==> src/rtl/cpld_andn_qual.sv <==
// Wide AND gate with an optional debounce qualifier: Z0 is asserted only after
// HOLD consecutive enabled all-high samples. Z1 flags Z0 rising, Z2 is the raw AND.
module cpld_andn_qual #(
    parameter int WIDTH = 2,
    parameter int HOLD  = 4,
    parameter int MODE  = 1
) (
    input  logic             CLK,
    input  logic             CD,
    input  logic             CE,
    input  logic [WIDTH-1:0] A,
    output logic             Z0,
    output logic             Z1,
    output logic             Z2
);

    localparam int CNT_W = $clog2(HOLD + 1);
    localparam logic [CNT_W-1:0] HOLD_C = CNT_W'(HOLD);
    localparam logic [CNT_W-1:0] ONE_C  = CNT_W'(1);

    if (WIDTH < 2 || WIDTH > 16) begin : g_bad_width
        $error("cpld_andn_qual: WIDTH must be 2..16");
    end
    if (HOLD < 1 || HOLD > 255) begin : g_bad_hold
        $error("cpld_andn_qual: HOLD must be 1..255");
    end
    if (MODE < 0 || MODE > 1) begin : g_bad_mode
        $error("cpld_andn_qual: MODE must be 0 or 1");
    end

    typedef enum logic [1:0] {
        IDLE = 2'd0,
        QUAL = 2'd1,
        ON   = 2'd2
    } state_t;

    state_t           state_p0;
    state_t           state_nxt;
    logic [CNT_W-1:0] cnt_p0;
    logic [CNT_W-1:0] cnt_nxt;
    logic [CNT_W-1:0] cnt_inc;
    logic             and_all;
    logic             z0_nxt;

    assign and_all = &A;
    assign cnt_inc = cnt_p0 + ONE_C;

    always_comb begin
        state_nxt = state_p0;
        cnt_nxt   = cnt_p0;
        z0_nxt    = Z0;
        if (CE) begin
            if (MODE == 0) begin
                state_nxt = IDLE;
                cnt_nxt   = '0;
                z0_nxt    = and_all;
            end else begin
                case (state_p0)
                    IDLE: begin
                        if (and_all) begin
                            cnt_nxt   = ONE_C;
                            state_nxt = (HOLD == 1) ? ON : QUAL;
                        end else begin
                            cnt_nxt   = '0;
                        end
                    end
                    QUAL: begin
                        // Any low sample throws away the partial run.
                        if (and_all) begin
                            cnt_nxt = cnt_inc;
                            if (cnt_inc == HOLD_C) begin
                                state_nxt = ON;
                            end
                        end else begin
                            state_nxt = IDLE;
                            cnt_nxt   = '0;
                        end
                    end
                    ON: begin
                        if (and_all) begin
                            cnt_nxt   = HOLD_C;
                        end else begin
                            state_nxt = IDLE;
                            cnt_nxt   = '0;
                        end
                    end
                    default: begin
                        state_nxt = IDLE;
                        cnt_nxt   = '0;
                    end
                endcase
                z0_nxt = (state_nxt == ON);
            end
        end
    end

    // Z1 updates on every edge so a pulse always ends after one clock, even with CE low.
    always_ff @(posedge CLK or posedge CD) begin
        if (CD) begin
            state_p0 <= IDLE;
            cnt_p0   <= '0;
            Z0       <= 1'b0;
            Z1       <= 1'b0;
            Z2       <= 1'b0;
        end else begin
            state_p0 <= state_nxt;
            cnt_p0   <= cnt_nxt;
            Z0       <= z0_nxt;
            Z1       <= z0_nxt & ~Z0;
            if (CE) begin
                Z2 <= and_all;
            end
        end
    end

endmodule

==> config.mk <==
export PLATFORM = sky130hd
export DESIGN_NAME = cpld_andn_qual
export DESIGN_NICKNAME = d
export VERILOG_FILES = /design/src/rtl/cpld_andn_qual.sv
export SDC_FILE = /design/constraint.sdc
export NUM_CORES = 1
export LEC_CHECK = 0
export CORE_AREA = 3 3 40 42
export DETAILED_ROUTE_END_ITERATION = 6
export DIE_AREA = 0 0 43 45
export GPL_TIMING_DRIVEN = 1
export PLACE_DENSITY = 0.53
export SLEW_MARGIN = 20
export SYNTH_ARGS = -nofsm -noshare
export SYNTH_HDL_FRONTEND = slang
export SYNTH_SLANG_ARGS = --single-unit
export TNS_END_PERCENT = 10
==> constraint.sdc <==
create_clock -name CLK -period 1.6 [get_ports CLK]
set_clock_uncertainty 0.2 [all_clocks]
set_input_delay 0.16 -clock CLK [delete_from_list [all_inputs] [get_ports CLK]]
set_output_delay 0.16 -clock CLK [all_outputs]
set_load 0.02 [all_outputs]
==> flow_metrics.py <==
metrics = {
    "grt": {
        "first_global_vias": 337,
        "grt_pass1_wl_um": 1386,
        "grt_max_degree": 10,
        "antenna_found_initial": 0,
        "grt.total_usage_pct": 10.16,
        "grt_overflow": 0,
    },
    "place": {
        "dpl.cell_count": 66,
        "place_congestion": 0.7246,
        "port_buffers": 7,
        "hpwl_um": 644.5,
    },
    "routing": {
        "drt-pass1-iter-count": 4,
        "drt-initial-drc-count": 7,
        "drc": 0,
        "post_drt_wl_per_cell_um": 12.14,
        "vias": 346,
        "finalWirelength_um": 850,
        "ant_nets": 0,
        "vias_per_cell": 4.943,
    },
    "worst_hold_path": {
        "holdPathStages": 1,
        "hp-start": "Z0$_DFF_PP0_",
        "hp-class": "flop to flop",
        "min_to": "Z1$_DFF_PP0_",
    },
    "timing": {
        "period_share_pct": 95.33,
        "slew_violations": 0,
        "max_freq_ghz": 0.6556,
        "tightest_slew_ns": 0.3137,
        "fin_tns_setup_ns": 0,
        "max_slew_margin_pct": 79.07,
        "setup_viol": 0,
        "rsz0062_at_grt": "false",
        "period_needed_ns": 1.525,
        "hold_violations": 0,
    },
    "cells_and_area": {
        "drive_above_1_share_pct": 10.91,
        "final_core_util_pct": 43.23,
        "fin_cells": 70,
        "final_nets": 64,
        "area_growth_syn_to_layout_pct": 30.21,
        "antennaDiodeCount": 0,
    },
    "synth": {
        "synth_edf_count": 0,
        "synth_commonest_cells": "8 x dfrtp_1, 8 x inv_1, 4 x o21ai_0",
        "syn-num-nets": 51,
        "synth_top_area_share_pct": 46.92,
        "ys_seq_area_share_pct": 46.92,
        "synthTopCellsByArea": "dfrtp_1 47%, inv_1 7.0%, ha_1 5.9%",
        "ys.flop_type": "dfrtp_1",
        "synth_area_leader_cell": "dfrtp_1",
        "avgSynthCellArea_um2": 9.697,
        "synth-warning-count": 0,
        "netlist_area_um2": 426.7,
        "ys_ff_latch": 8,
        "synth_cells": 44,
        "synthArstFlopShare_pct": 100.0,
        "synth.distinct_cells": 18,
    },
    "setup_path": {
        "worstReg2RegStart": "cnt_p0[0]$_DFFE_PP0P_",
        "cp-end-kind": "output port",
        "rr_worst_depth": 4,
        "cp_cell_sequence": "clkdlybuf4s50_1",
        "arrival_ns": 1.17,
        "path_delay_family": "buffers and inverters",
        "critical-path-slowest-cell": "clkdlybuf4s50_1",
        "path_max_fanout": 1,
        "cpPeakStageDelay_ns": 0.59,
        "critPathLaunch": "Z1$_DFF_PP0_",
        "r2r_slack_ns": 0.08,
        "path_buf_inv": 1,
        "start_kind": "flop",
        "rr_endpoint": "state_p0[1]$_DFFE_PP0P_",
        "cp.required_ns": 1.24,
        "crit_type": "flop to output port",
    },
    "floorplan": {
        "die_area_um2": 1935,
        "coreArea_um2": 1285,
        "io_pins": 8,
        "die_w_um": 43,
        "die_height_um": 45,
        "std_cell_rows": 13,
        "initial_utilization_pct": 33.20,
    },
    "power": {
        "p_seq_share_pct": 52.1,
        "p_per_area_nw_per_um2": 741.4,
        "vdd_drop_max_v": 0.0003461,
        "pwr-share-comb_pct": 11.6,
        "p_leak_uw": 0.0002610,
        "p_sw_uw": 94.15,
        "power.internal_uw": 317.7,
        "swShare_pct": 22.86,
        "power_frac_clock_pct": 36.3,
    },
    "cts": {
        "clk_latency_ns": 0.25,
        "cts_tree": "yes",
        "cts_setup_buffers": 0,
        "htreeDepth": 1,
        "root_buffer": "clkbuf_4",
        "cts_buffer_depth": 2,
        "cts.sinks": 8,
        "clk_transition_reported_paths_ns": 0.05,
        "cts_buffers": 3,
    },
    "run_status": {
        "outcome": "finished, final reports clean",
    },
    "job": {
        "cap_violations": 0,
    },
}
[layout make-up]
cell class | instances | area [um2]
Clock buffer | 3 | 22.52
Sequential cell | 8 | 200.2
Tap cell | 15 | 18.77
Timing Repair Buffer | 9 | 88.84
Fill cell | 128 | 729.5
Inverter | 8 | 30.03
Multi-Input combinational cell | 27 | 195.2
[cell usage in the layout, fill, tap and decap left out, types with 2 or more instances in the layout]
| master | count |
|---|---|
| o22ai_1 | 2 |
| o21ai_0 | 4 |
| and2_1 | 3 |
| nand2_1 | 3 |
| inv_1 | 8 |
| o211ai_1 | 2 |
| a31oi_1 | 2 |
| clkbuf_4 | 3 |
| clkdlybuf4s50_1 | 5 |
| dfrtp_1 | 8 |
| nor2b_1 | 2 |
[kinds of logic after synthesis]
kind of cell    synth area share, %
buf+inv                       7.917
xor+xnor                      2.053
fa+ha+maj                     5.864
compound gates                16.42
flops                         46.92
simple gates                  20.82
[routing by layer]
metal / GRT usage (%) / part of all wire (%)
met1: 10.86 / 45
met2: 15.87 / 47
met3: 5.976 / 6.1
met4: 5.422 / 1.4
met5: 0 / 0
[power by group through the flow]
| stage | Combinational (uW) | Sequential, uW | Clock (uW) |
|---|---|---|---|
| floorplan | 21.7 | 219 | 0 |
| global placement | 47.6 | 218 | 0 |
| detailed placement | 46.7 | 218 | 0 |
| CTS | 49.1 | 214 | 161 |
| global route | 53.0 | 216 | 167 |
| finish | 47.7 | 215 | 150 |
[worst max path at each step]
stage | slack, ns | depth (start not counted) | end
detailed placement | 0.06 | 4 | state_p0[1]$_DFFE_PP0P_
finish | 0.07 | 1 | Z1
global placement | 0.07 | 4 | Z0$_DFF_PP0_
global route | 0.02 | 1 | Z1
floorplan | 0.11 | 4 | state_p0[1]$_DFFE_PP0P_
CTS | 0.02 | 1 | Z2
[stage by stage]
| stage | worst slack, ns | area, um2 | hold WS (ns) | total power (uW) |
|---|---|---|---|---|
| after detailed placement | 0.06011 | 519.2 | 0.2531 | 264.7 |
| final | 0.07473 | 555.5 | 0.2973 | 411.8 |
| after global routing | 0.02307 | 555.5 | 0.3300 | 435.6 |
| after CTS | 0.02479 | 550.5 | 0.3036 | 424.6 |
| after floorplan | 0.1147 | 426.7 | -0.2243 | 241.1 |
| after global placement | 0.07300 | 519.2 | 0.2390 | 265.6 |
[state kept, by name, summed over array words and instances, names as in the netlist]
register / cells
Z1: 1
Z2: 1
state_p0: 2
cnt_p0: 3
Z0: 1
[what timing repair did]
| action | 4_1_cts | 5_1_grt |
|---|---|---|
| gates resized for setup | 1 | 2 |
| hold buffers | 1 | 0 |
| hold endpoints to repair | 8 | 0 |
| setup endpoints to repair | 1 | 2 |
Note: power is estimated with default switching activity, not from simulation.
